[config.mk]
export PLATFORM = sky130hd
export DESIGN_NAME = crg_cfg_sequencer
export DESIGN_NICKNAME = d
export VERILOG_FILES = /design/src/rtl/crg_cfg_sequencer.sv
export SDC_FILE = /design/constraint.sdc
export NUM_CORES = 1
export LEC_CHECK = 0
export BUFFER_PORTS_ARGS = -buffer_cell sky130_fd_sc_hd__buf_4
export CAP_MARGIN = 0
export CORE_ASPECT_RATIO = 1.2
export CORE_MARGIN = 3
export CORE_UTILIZATION = 46
export CTS_CLUSTER_SIZE = 30
export DETAILED_ROUTE_END_ITERATION = 8
export HOLD_SLACK_MARGIN = 0.15
export PLACE_DENSITY = 0.74
export RECOVER_POWER = 25
export SYNTH_ARGS = -nofsm -noshare
export SYNTH_HDL_FRONTEND = slang
export SYNTH_SLANG_ARGS = --single-unit
[constraint.sdc]
create_clock -name ref_clk_i -period 3 [get_ports ref_clk_i]
set_input_delay 0.45 -clock ref_clk_i [delete_from_list [all_inputs] [get_ports ref_clk_i]]
set_output_delay 0.45 -clock ref_clk_i [all_outputs]
set_load 0.01 [all_outputs]
[src/rtl/crg_cfg_sequencer.sv]
// Clock-reconfiguration sequencer: gates an output, switches its source, optionally pulses its reset, then ungates.
// Optional macro CRG_SEQ_ABORT_EN adds abort_i, which cancels a request in GATE or RESET.
module crg_cfg_sequencer #(
  parameter int M           = 4,
  parameter int N           = 8,
  parameter int GATE_WAIT   = 8,
  parameter int SWITCH_WAIT = 32,
  parameter int RST_CYCLES  = 16
) (
  input  logic                           ref_clk_i,
  input  logic                           arst_ni,
  input  logic                           req_valid_i,
  output logic                           req_ready_o,
  input  logic [$clog2(N)-1:0]           req_idx_i,
  input  logic [$clog2(M)-1:0]           req_sel_i,
  input  logic                           req_en_i,
  input  logic                           req_rst_i,
`ifdef CRG_SEQ_ABORT_EN
  input  logic                           abort_i,
`endif
  output logic [N-1:0][$clog2(M)-1:0]    sel_o,
  output logic [N-1:0]                   en_o,
  output logic [N-1:0]                   arst_req_o,
  output logic                           done_o,
  output logic                           err_o,
  output logic [1:0]                     state_o
);

  localparam int IW   = $clog2(N);
  localparam int SW   = $clog2(M);
  localparam int MAXW = (GATE_WAIT > SWITCH_WAIT) ?
                        ((GATE_WAIT > RST_CYCLES) ? GATE_WAIT : RST_CYCLES) :
                        ((SWITCH_WAIT > RST_CYCLES) ? SWITCH_WAIT : RST_CYCLES);
  localparam int CW   = (MAXW > 1) ? $clog2(MAXW) : 1;

  typedef enum logic [1:0] {IDLE, GATE, SWITCH, RESET} state_e;

  state_e                 state_q;
  logic [CW-1:0]          cnt_q;
  logic [IW-1:0]          idx_q;
  logic [SW-1:0]          sel_req_q;
  logic                   en_req_q;
  logic                   rst_req_q;
  logic [N-1:0][SW-1:0]   sel_q;
  logic [N-1:0]           en_q;
  logic [N-1:0]           arst_q;
  logic                   done_q;
  logic                   err_q;
`ifdef CRG_SEQ_ABORT_EN
  logic                   en_prev_q;
`endif
  logic                   idx_ok;

  // Handshake: a request is taken on any edge where req_valid_i and
  // req_ready_o are both high; all req_* fields are sampled only on that edge.
  assign req_ready_o = (state_q == IDLE);
  assign idx_ok      = (32'(req_idx_i) < N);

  assign sel_o      = sel_q;
  assign en_o       = en_q;
  assign arst_req_o = arst_q;
  assign done_o     = done_q;
  assign err_o      = err_q;
  assign state_o    = state_q;

  always_ff @(posedge ref_clk_i or negedge arst_ni) begin
    if (!arst_ni) begin
      state_q   <= IDLE;
      cnt_q     <= '0;
      idx_q     <= '0;
      sel_req_q <= '0;
      en_req_q  <= 1'b0;
      rst_req_q <= 1'b0;
      sel_q     <= '0;
      en_q      <= '1;
      arst_q    <= '0;
      done_q    <= 1'b0;
      err_q     <= 1'b0;
`ifdef CRG_SEQ_ABORT_EN
      en_prev_q <= 1'b0;
`endif
    end else begin
      done_q <= 1'b0;
      err_q  <= 1'b0;
      case (state_q)
        IDLE: begin
          if (req_valid_i) begin
            if (!idx_ok) begin
              done_q <= 1'b1;
              err_q  <= 1'b1;
            end else if (req_sel_i == sel_q[req_idx_i] && !req_rst_i) begin
              // Source unchanged: no glitch risk, so apply the enable directly.
              en_q[req_idx_i] <= req_en_i;
              done_q          <= 1'b1;
            end else begin
              idx_q           <= req_idx_i;
              sel_req_q       <= req_sel_i;
              en_req_q        <= req_en_i;
              rst_req_q       <= req_rst_i;
`ifdef CRG_SEQ_ABORT_EN
              en_prev_q       <= en_q[req_idx_i];
`endif
              en_q[req_idx_i] <= 1'b0;
              cnt_q           <= CW'(GATE_WAIT - 1);
              state_q         <= GATE;
            end
          end
        end
        GATE: begin
`ifdef CRG_SEQ_ABORT_EN
          if (abort_i) begin
            en_q[idx_q] <= en_prev_q;
            done_q      <= 1'b1;
            err_q       <= 1'b1;
            state_q     <= IDLE;
          end else
`endif
          if (cnt_q == '0) begin
            sel_q[idx_q] <= sel_req_q;
            cnt_q        <= CW'(SWITCH_WAIT - 1);
            state_q      <= SWITCH;
          end else begin
            cnt_q <= cnt_q - 1'b1;
          end
        end
        SWITCH: begin
          if (cnt_q == '0) begin
            if (rst_req_q) begin
              arst_q[idx_q] <= 1'b1;
              cnt_q         <= CW'(RST_CYCLES - 1);
              state_q       <= RESET;
            end else begin
              en_q[idx_q] <= en_req_q;
              done_q      <= 1'b1;
              state_q     <= IDLE;
            end
          end else begin
            cnt_q <= cnt_q - 1'b1;
          end
        end
        RESET: begin
`ifdef CRG_SEQ_ABORT_EN
          if (abort_i || cnt_q == '0) begin
`else
          if (cnt_q == '0) begin
`endif
            arst_q[idx_q] <= 1'b0;
            en_q[idx_q]   <= en_req_q;
            done_q        <= 1'b1;
            state_q       <= IDLE;
          end else begin
            cnt_q <= cnt_q - 1'b1;
          end
        end
        default: state_q <= IDLE;
      endcase
    end
  end

endmodule

**After elaboration in Yosys (flattened, before gate mapping)**

Cells that the tools add are included.

- Flip-flop bits (word level): 47
- Bits of input ports: 10
- Output and inout bits: 37
- Word-level logic and storage cells: 96

- Add/sub/neg operators: 1
- $lt $le $gt $ge: 4
- Eq/ne operators: 13
- Multiplexer cells: 41
- Bitwise gates (word level): 6
- Reductions and logical operators: 14

Operators by type and width:

| operator | number |
|---|---|
| $mux 8 | 8 |
| $mux 5 | 6 |
| $pmux 8 s3 | 1 |
| $pmux 5 s4 | 1 |
| $and 8x8->8 | 2 |
| $bwmux 16 | 1 |
| $bwmux 8 | 2 |
| $mux 2 | 8 |
| $ne 2x2->1 const B | 8 |
| $not 8->8 | 2 |
| $pmux 8 s2 | 1 |
| $reduce_and 5->1 | 2 |
| $lt 3x4->1 const B | 2 |
| $or 8x8->8 | 1 |
| $pmux 2 s4 | 1 |
| $reduce_and 4->1 | 2 |
| $mux 1 | 7 |
| $bmux 2 s3 | 1 |
| $demux 1 s3 | 2 |
| $demux 2 s3 | 1 |
| $ge 3x1->1 const B | 2 |
| $logic_not 5->1 | 1 |
| $sub 5x1->5 const B | 1 |
| $eq 2x2->1 const B | 2 |
| 12 further kinds | 14 |

**Longest topological paths before layout**

Gate-level depths: netlist of the first run.

- Depth after elaboration: 9
- Mapped depth: 10
- Mapped depth without buffers: 8

**Least setup slack after synthesis of the first run**

No wires, ideal clock.

- Kind: input port to flip-flop
- Start point: input port req_idx_i[2]
- End point: register en_q[6] (netlist: en_o[6])
- Setup time: 0.081 ns
- Data arrival time: 2.538 ns
- Required time: 2.919 ns
- Slack: 0.382 ns
- Stages: 7
- Path buffers: 1
- Cells stage by stage: mux2_1 -> mux4_2 -> or3_4 -> and2_4 -> buf_6 -> or4_1 -> a32oi_1

- Cells in the longest elaborated chain, start to end: 9
- Elaborated cells between the ends (all ways): 15
- Classes of those cells: 2 x order compare; 1 x eq/ne; 8 x mux; 2 x bitwise; 2 x reduce/logical

RTL lines:

| item | RTL line | source |
|---|---|---|
| start: declaration | 14 | `input logic [$clog2(N)-1:0] req_idx_i,` |
| $lt 3x4->1 (implied by the code) or $ge 3x1->1 (tied branches) | 93, 103 |  |
| $logic_and 1x1->1 (implied by the code) | 93, 103 |  |
| $mux 1 (implied by the code) | 93, 103 |  |
| $demux 1 s3 | 93, 103 |  |
| $not 8->8 (no source line) | -- |  |
| $and 8x8->8 (no source line) | -- |  |
| $mux 8 * | 91 | `end else if (req_sel_i == sel_q[req_idx_i] && !req_rst_i) begin` |
| $mux 8 * | 87 | `if (req_valid_i) begin` |
| $pmux 8 s3 * | 85 | `case (state_q)` |
| end signal: indexed assignment | 93 | `en_q[req_idx_i] <= req_en_i;` |
| end signal: indexed assignment | 133 | `en_q[idx_q] <= en_req_q;` |
| end signal: indexed assignment | 148 | `en_q[idx_q] <= en_req_q;` |
| end: declaration | 45 | `logic [N-1:0] en_q;` |

Mark *: on every way between the ends. The rest lies on a longest branch, timed or not. The select of a mux whose other input is x is not followed.
A chain may end at the register's enable or synchronous reset.

**Final worst setup path of the first run**

- Start point: register sel_q (netlist bit sel_o[15])
- End point: register sel_req_q[1]

- Cells in the longest elaborated chain, start to end: 6

RTL lines:

| item | RTL line | source |
|---|---|---|
| start: declaration | 44 | `logic [N-1:0][SW-1:0] sel_q;` |
| start signal: indexed assignment | 119 | `sel_q[idx_q] <= sel_req_q;` |
| $bmux 2 s3 | 91 |  |
| $mux 2 (implied by the code) | 91 |  |
| $eq 2x2->1 | 91 |  |
| $logic_and 1x1->1 | 91 |  |
| $not 1->1 (no source line) | -- |  |
| $reduce_and 3->1 (no source line) | -- |  |
| end signal: assignment | 97 | `sel_req_q <= req_sel_i;` |
| end: declaration | 41 | `logic [SW-1:0] sel_req_q;` |

Every way passes these cells. The select of a mux whose other input is x is not followed.

==> results of run 1 <==
metrics by stage:
| stage | total power, mW | std cells | cell area (sq um) |
|---|---|---|---|
| after CTS | 2.31 | 392 | 3190 |
| after floorplan | 1.61 | 277 | 2740 |
| after detailed placement | 1.92 | 384 | 3100 |
| after global routing | 2.47 | 392 | 3190 |
| after global placement | 1.89 | 384 | 3100 |
| final | 2.30 | 392 | 3190 |
worst max path at each step:
stage                          startpoint  cells after the start                        to  slack (ns)
detailed placement           req_idx_i[2]                      7  sel_req_q[1]$_DFFE_PN0P_        0.14
finish              sel_o[15]$_DFFE_PN0P_                      6  sel_req_q[1]$_DFFE_PN0P_        0.36
global placement             req_idx_i[2]                      7       en_o[6]$_DFFE_PN1P_        0.20
floorplan                    req_idx_i[2]                      7       en_o[6]$_DFFE_PN1P_        0.38
global route                      arst_ni                      1     sel_o[12]$_DFFE_PN0P_        0.16
CTS                 sel_o[15]$_DFFE_PN0P_                      6  sel_req_q[0]$_DFFE_PN0P_        0.38
cell usage in the layout, fill, tap and decap left out, types with 7 or more instances in the layout:
cell	count
inv_1	7
a21oi_1	12
dfstp_2	8
nand2_1	22
mux2_2	26
buf_4	49
a31oi_1	7
dfrtp_1	39
o21ai_0	12
nand3_1	7
nor2_1	22
per-layer routing:
layer,routed length (microns),part of all wire,vias up
li1,-,-,1094
met1,2970,0.43,1142
met2,3270,0.48,74
met3,402,0.059,12
met4,196,0.029,0
met5,0,0,-
logic make-up (layout without fill, tap and decap cells):
logic type,Yosys count,in the layout,synth area share
AND/OR/NAND/NOR,95,95,0.188
buffers and inverters,31,66,0.0512
XOR/XNOR,1,1,0.00320
flip-flops,47,47,0.433
multiplexers,31,31,0.130
adder cells (fa/ha/maj),1,1,0.00457
AO/OA/AOI/OAI,70,70,0.188
other,1,1,0.00137
where the power goes:
part           total, mW  switching (mW)  internal (mW)
sequential          1.03           0.205          0.820
clock              0.387           0.220          0.168
combinational      0.885           0.474          0.411
total               2.30           0.899           1.40
area by class of cell:
cell class	count	area [sq um]	share of cell area
clock inverters	2	17.5	0.00549
multi-input cells	199	1410	0.442
inverters	8	30.0	0.00942
flip-flops and latches	47	1190	0.372
clock buffers	6	72.6	0.0228
repair buffers	50	372	0.117
well taps	80	100	0.0314
critical path, stage by stage, from the launching register on:
cell	delay [ns]
dfrtp_1	0.41
mux2_1	0.29
mux4_2	0.48
or3_4	0.39
a22oi_1	0.28
or2_2	0.31
mux2_2	0.36
==> metrics.txt, run 1 <==
status finished, violations left; violated checks max-capacitance violations, max-slew violations; biggest area consumer among synthesized cells dfrtp_1; GRT met3 Usage 0.0379; Vias/cell 5.92; Worst IR Drop VDD 0.393 mV; Post-CTS Setup Bufs 0; RR Endpoint sel_req_q[1]$_DFFE_PN0P_; Max Transition Viols Final 48; largest net degree at the start of global routing 56; Congestion Overflow GR 0; hpwl dp 4890 microns; layout cells sized above 1 0.317; first-pass GRT wire length 11300 microns; total of warnings raised by yosys 0; Synth area leaders dfrtp_1 36%, mux2_2 11%, dfstp_2 7.7%, nand2_1 3.0%, nor2_1 3.0%; Cell variety after synth 58; WS Path Type flop to flop; die height 90.5 microns; Crit Path Max Fanout 10; Worst slew margin -0.699; worst-margin pin slew 2.55 ns; TritonCTS clock tree built; predominant post-synthesis flop cell dfrtp_1; Setup WS pre-CTS 0.138 ns; Fin Hold WS 0.407 ns; Async S/R FF share, synth 1.00; clock skew 0.00941 ns; GPL Wtd Cong 0.848; CTS Root Cell clkbuf_8; initial antenna violation count 0; Post-synth EDFFs 0; Worst Hold Launch req_rst_i; vias in the first global route 2182; area delta synth->final 16.5%; PortBufs 45; # setup viols final 0; reg-to-reg slack, setup 0.36 ns; Die Wd 76.4 microns; Die Footprint 0.00691 sq mm; final worst slack 0.364 ns; R2R Path Start sel_o[15]$_DFFE_PN0P_; hold_buf cts 0; list of most frequent post-synthesis cells 39 x dfrtp_1, 26 x mux2_2, 22 x nand2_1, 22 x nor2_1, 15 x clkbuf_1; Syn Nets 288; Yosys reg bits 47; num rows 30; CP startpoint kind flop; count leader, synth dfrtp_1; post-synthesis sequential area ratio 0.433; CTS resizes 0; crit share post-route 0.879; most used routing layer met2; worst hold-check path type input port to flop; RSZ-0062 raised after global routing no; Final ANT Viol Nets 0; htree depth 2; # DRC 0; Worst Hold Path EP rst_req_q$_DFFE_PN0P_; fmax 379 MHz; WP data arrival 2.83 ns; wire length per cell 17.4 microns; Mapped Avg Cell Area 9.88 sq um; Crit. End Element flop; drt initial violations 259; clock-pin slew on the worst setup and hold paths 0.09 ns; cell count after synthesis 277; CTS Buf Count 5; clk_lat worst skew 0.30 ns; Power per Cell Area 721 mW/mm^2; layout net count 322; TritonCTS Sinks 47; leak pwr 1.44 nW; fill cell count 561; Ports 47; GRT met1 Usage 0.272; gr usage total 0.204; min cycle time layout 2.64 ns; Synth top area share 0.357; met2 Resource Use GR 0.323; max-cap violation count 1; Core Util, Final 0.559; Hold Path Depth 2; via count 2322; Max Buffers Root-to-Sink 2; ANT cells 0; Reg2Reg Depth 6; drt total wl 6840 microns; Setup TNS 0 ns; Hold Fails Final Rpt 0; drt first pass iters 4; Post-Syn Area 0.00274 sq mm; starting density of the core 0.480; WP data required 3.19 ns; core area 0.00571 sq mm
Power figures use the tool's default switching activity.
==> run 2: changes to the inputs <==
- BUFFER_PORTS_ARGS: -buffer_cell sky130_fd_sc_hd__buf_4 -> -buffer_cell sky130_fd_sc_hd__buf_2
==> run 2 against run 1 <==
The run still ends with max-capacitance violations, max-slew violations left; clock power rose by 2%; flip-flop and latch count stayed put; highest routed layer unchanged; fmax is 2.6% higher; wire length shrank 4.3%; worst hold slack improved by 0.0056 ns; critical path type unchanged; first-iteration DRC count is 44% lower.
==> metrics.txt, run 2 (same netlist as run 1, synthesis figures left out) <==
Post-CTS Setup Bufs 0 (unchanged); max-cap violation count 1 (unchanged); initial antenna violation count 0 (unchanged); CTS Buf Count 5 (unchanged); TritonCTS clock tree built (unchanged); Hold Fails Final Rpt 0 (unchanged); Gate power share 0.371 (was 0.385); Die Footprint 0.00691 sq mm (unchanged); Power per Cell Area 730 mW/mm^2 (was 721 mW/mm^2); clock group share of total power 0.175 (was 0.169); clock skew 0.0100 ns (was 0.00941 ns); highest-count cells in the layout ignoring fill and taps 44 x buf_2, 39 x dfrtp_1, 26 x mux2_2, 22 x nand2_1, 22 x nor2_1 (was 49 x buf_4, 39 x dfrtp_1, 26 x mux2_2, 22 x nand2_1, 22 x nor2_1); first-pass GRT wire length 11300 microns (about the same); Die Wd 76.4 microns (unchanged); Vias/cell 5.99 (was 5.92); WP data arrival 2.80 ns (was 2.83 ns); gr usage total 0.201 (was 0.204); Final ANT Viol Nets 0 (unchanged); Worst Hold Launch req_sel_i[0] (was req_rst_i); reg-to-reg slack, setup 0.43 ns (was 0.36 ns); worst-margin pin slew 2.44 ns (was 2.55 ns); CP startpoint kind flop (unchanged); Crit. End Element flop (unchanged); hpwl dp 4810 microns (was 4890 microns); clock-pin slew on the worst setup and hold paths 0.09 ns (about the same); crit share post-route 0.857 (was 0.879); drt first pass iters 5 (was 4); violated checks max-capacitance violations, max-slew violations (unchanged); Max Transition Viols Final 48 (unchanged); worst hold-check path type input port to flop (unchanged); clk_lat worst skew 0.31 ns (was 0.30 ns); num rows 30 (unchanged); fmax 389 MHz (was 379 MHz); Setup TNS 0 ns (unchanged); Ports 47 (unchanged); starting density of the core 0.480 (unchanged); PortBufs 45 (unchanged); WP data required 3.23 ns (was 3.19 ns); htree depth 2 (unchanged); drt total wl 6540 microns (was 6840 microns); hold_buf cts 0 (unchanged); drt initial violations 146 (was 259); CTS Root Cell clkbuf_8 (unchanged); ANT cells 0 (unchanged); Multi-input gate area 0.00141 sq mm (unchanged); core area 0.00571 sq mm (unchanged); area delta synth->final 12.5% (was 16.5%); Net Sw Frac 0.396 (was 0.391); CTS resizes 0 (unchanged); leak pwr 1.42 nW (was 1.44 nW); die height 90.5 microns (unchanged); Fin Hold WS 0.413 ns (was 0.407 ns); # setup viols final 0 (unchanged); vias in the first global route 2266 (was 2182); Hold Path Depth 2 (unchanged); layout cells sized above 1 0.317 (unchanged); layout net count 322 (unchanged); # DRC 0 (unchanged); Pint 1.36 mW (was 1.40 mW); R2R Path Start sel_o[15]$_DFFE_PN0P_ (unchanged); Sequential Area 0.00119 sq mm (unchanged); Reg2Reg Depth 6 (unchanged); status finished, violations left (unchanged); Crit Path Max Fanout 16 (was 10); min cycle time layout 2.57 ns (was 2.64 ns); WS Path Type flop to flop (unchanged); Worst slew margin -0.628 (was -0.699); Worst IR Drop VDD 0.351 mV (was 0.393 mV); Seq pwr share 0.454 (was 0.446); Congestion Overflow GR 0 (unchanged); Worst Hold Path EP sel_req_q[0]$_DFFE_PN0P_ (was rst_req_q$_DFFE_PN0P_); GPL Wtd Cong 0.839 (was 0.848); most common cell after layout, fill and taps aside buf_2 (was buf_4); Max Buffers Root-to-Sink 2 (unchanged); wire length per cell 16.7 microns (was 17.4 microns); TritonCTS Sinks 47 (unchanged); Sw Pwr 0.891 mW (was 0.899 mW); RSZ-0062 raised after global routing no (unchanged); fill cell count 525 (was 561); largest net degree at the start of global routing 56 (unchanged); RR Endpoint en_o[6]$_DFFE_PN1P_ (was sel_req_q[1]$_DFFE_PN0P_); via count 2347 (was 2322)
==> run 2: cell count changes in the layout (fill, tap and decap cells not counted) <==
cell   delta
buf_2    +44
buf_4    -44
==> run 2: worst max path at each step <==
| stage | to | slack [ns] | startpoint | depth (start not counted) |
|---|---|---|---|---|
| 3_5_place_dp | en_o[6]$_DFFE_PN1P_ | 0.23 | req_idx_i[2] | 7 |
| 5_1_grt | sel_o[3]$_DFFE_PN0P_ | 0.23 | arst_ni | 1 |
| 4_1_cts | en_o[6]$_DFFE_PN1P_ | 0.43 | sel_o[7]$_DFFE_PN0P_ | 6 |
| 2_1_floorplan | en_o[6]$_DFFE_PN1P_ | 0.38 | req_idx_i[2] | 7 |
| 6_report | en_o[6]$_DFFE_PN1P_ | 0.43 | sel_o[15]$_DFFE_PN0P_ | 6 |
| 3_3_place_gp | en_o[6]$_DFFE_PN1P_ | 0.26 | req_idx_i[2] | 7 |
==> run 2: area by class of cell <==
class	count	share of cell area
multi-input combinational	199	0.458
sequential	47	0.385
timing repair buffer	50	0.0850
tap	80	0.0325
clock buffer	6	0.0236
inverter	8	0.00976
clock inverter	2	0.00569
==> run 2: through the flow <==
step | instance area (sq um) | setup slack (ns) | util | instances | total power, mW
detailed placement | 2990 | 0.227 | 0.524 | 384 | 1.87
finish | 3080 | 0.430 | 0.539 | 392 | 2.25
CTS | 3080 | 0.429 | 0.540 | 392 | 2.26
floorplan | 2740 | 0.382 | - | 277 | 1.61
global route | 3080 | 0.235 | 0.539 | 392 | 2.43
global placement | 2990 | 0.263 | 0.524 | 384 | 1.84
==> run 2: power by group through the flow <==
stage	sequential (mW)	combinational (mW)	clock, mW
floorplan	0.964	0.642	0
global placement	1.02	0.817	0
detailed placement	1.03	0.834	0
CTS	1.02	0.838	0.401
global route	1.06	0.941	0.433
finish	1.02	0.834	0.394
==> run 2: worst max-delay path, cell delays in order (launching register included) <==
cell and delay (ns):
dfrtp_1 0.40, mux2_1 0.29, mux4_2 0.48, or3_4 0.39
and2_4 0.22, or4_1 0.51, a32oi_1 0.20
==> run 2: per-layer routing <==
layer	vias up	global-route usage	wire, microns
met5	-	0	0
met4	0	0.0997	261
met3	19	0.0429	410
met2	85	0.304	3030
met1	1138	0.272	2840
li1	1105	-	-
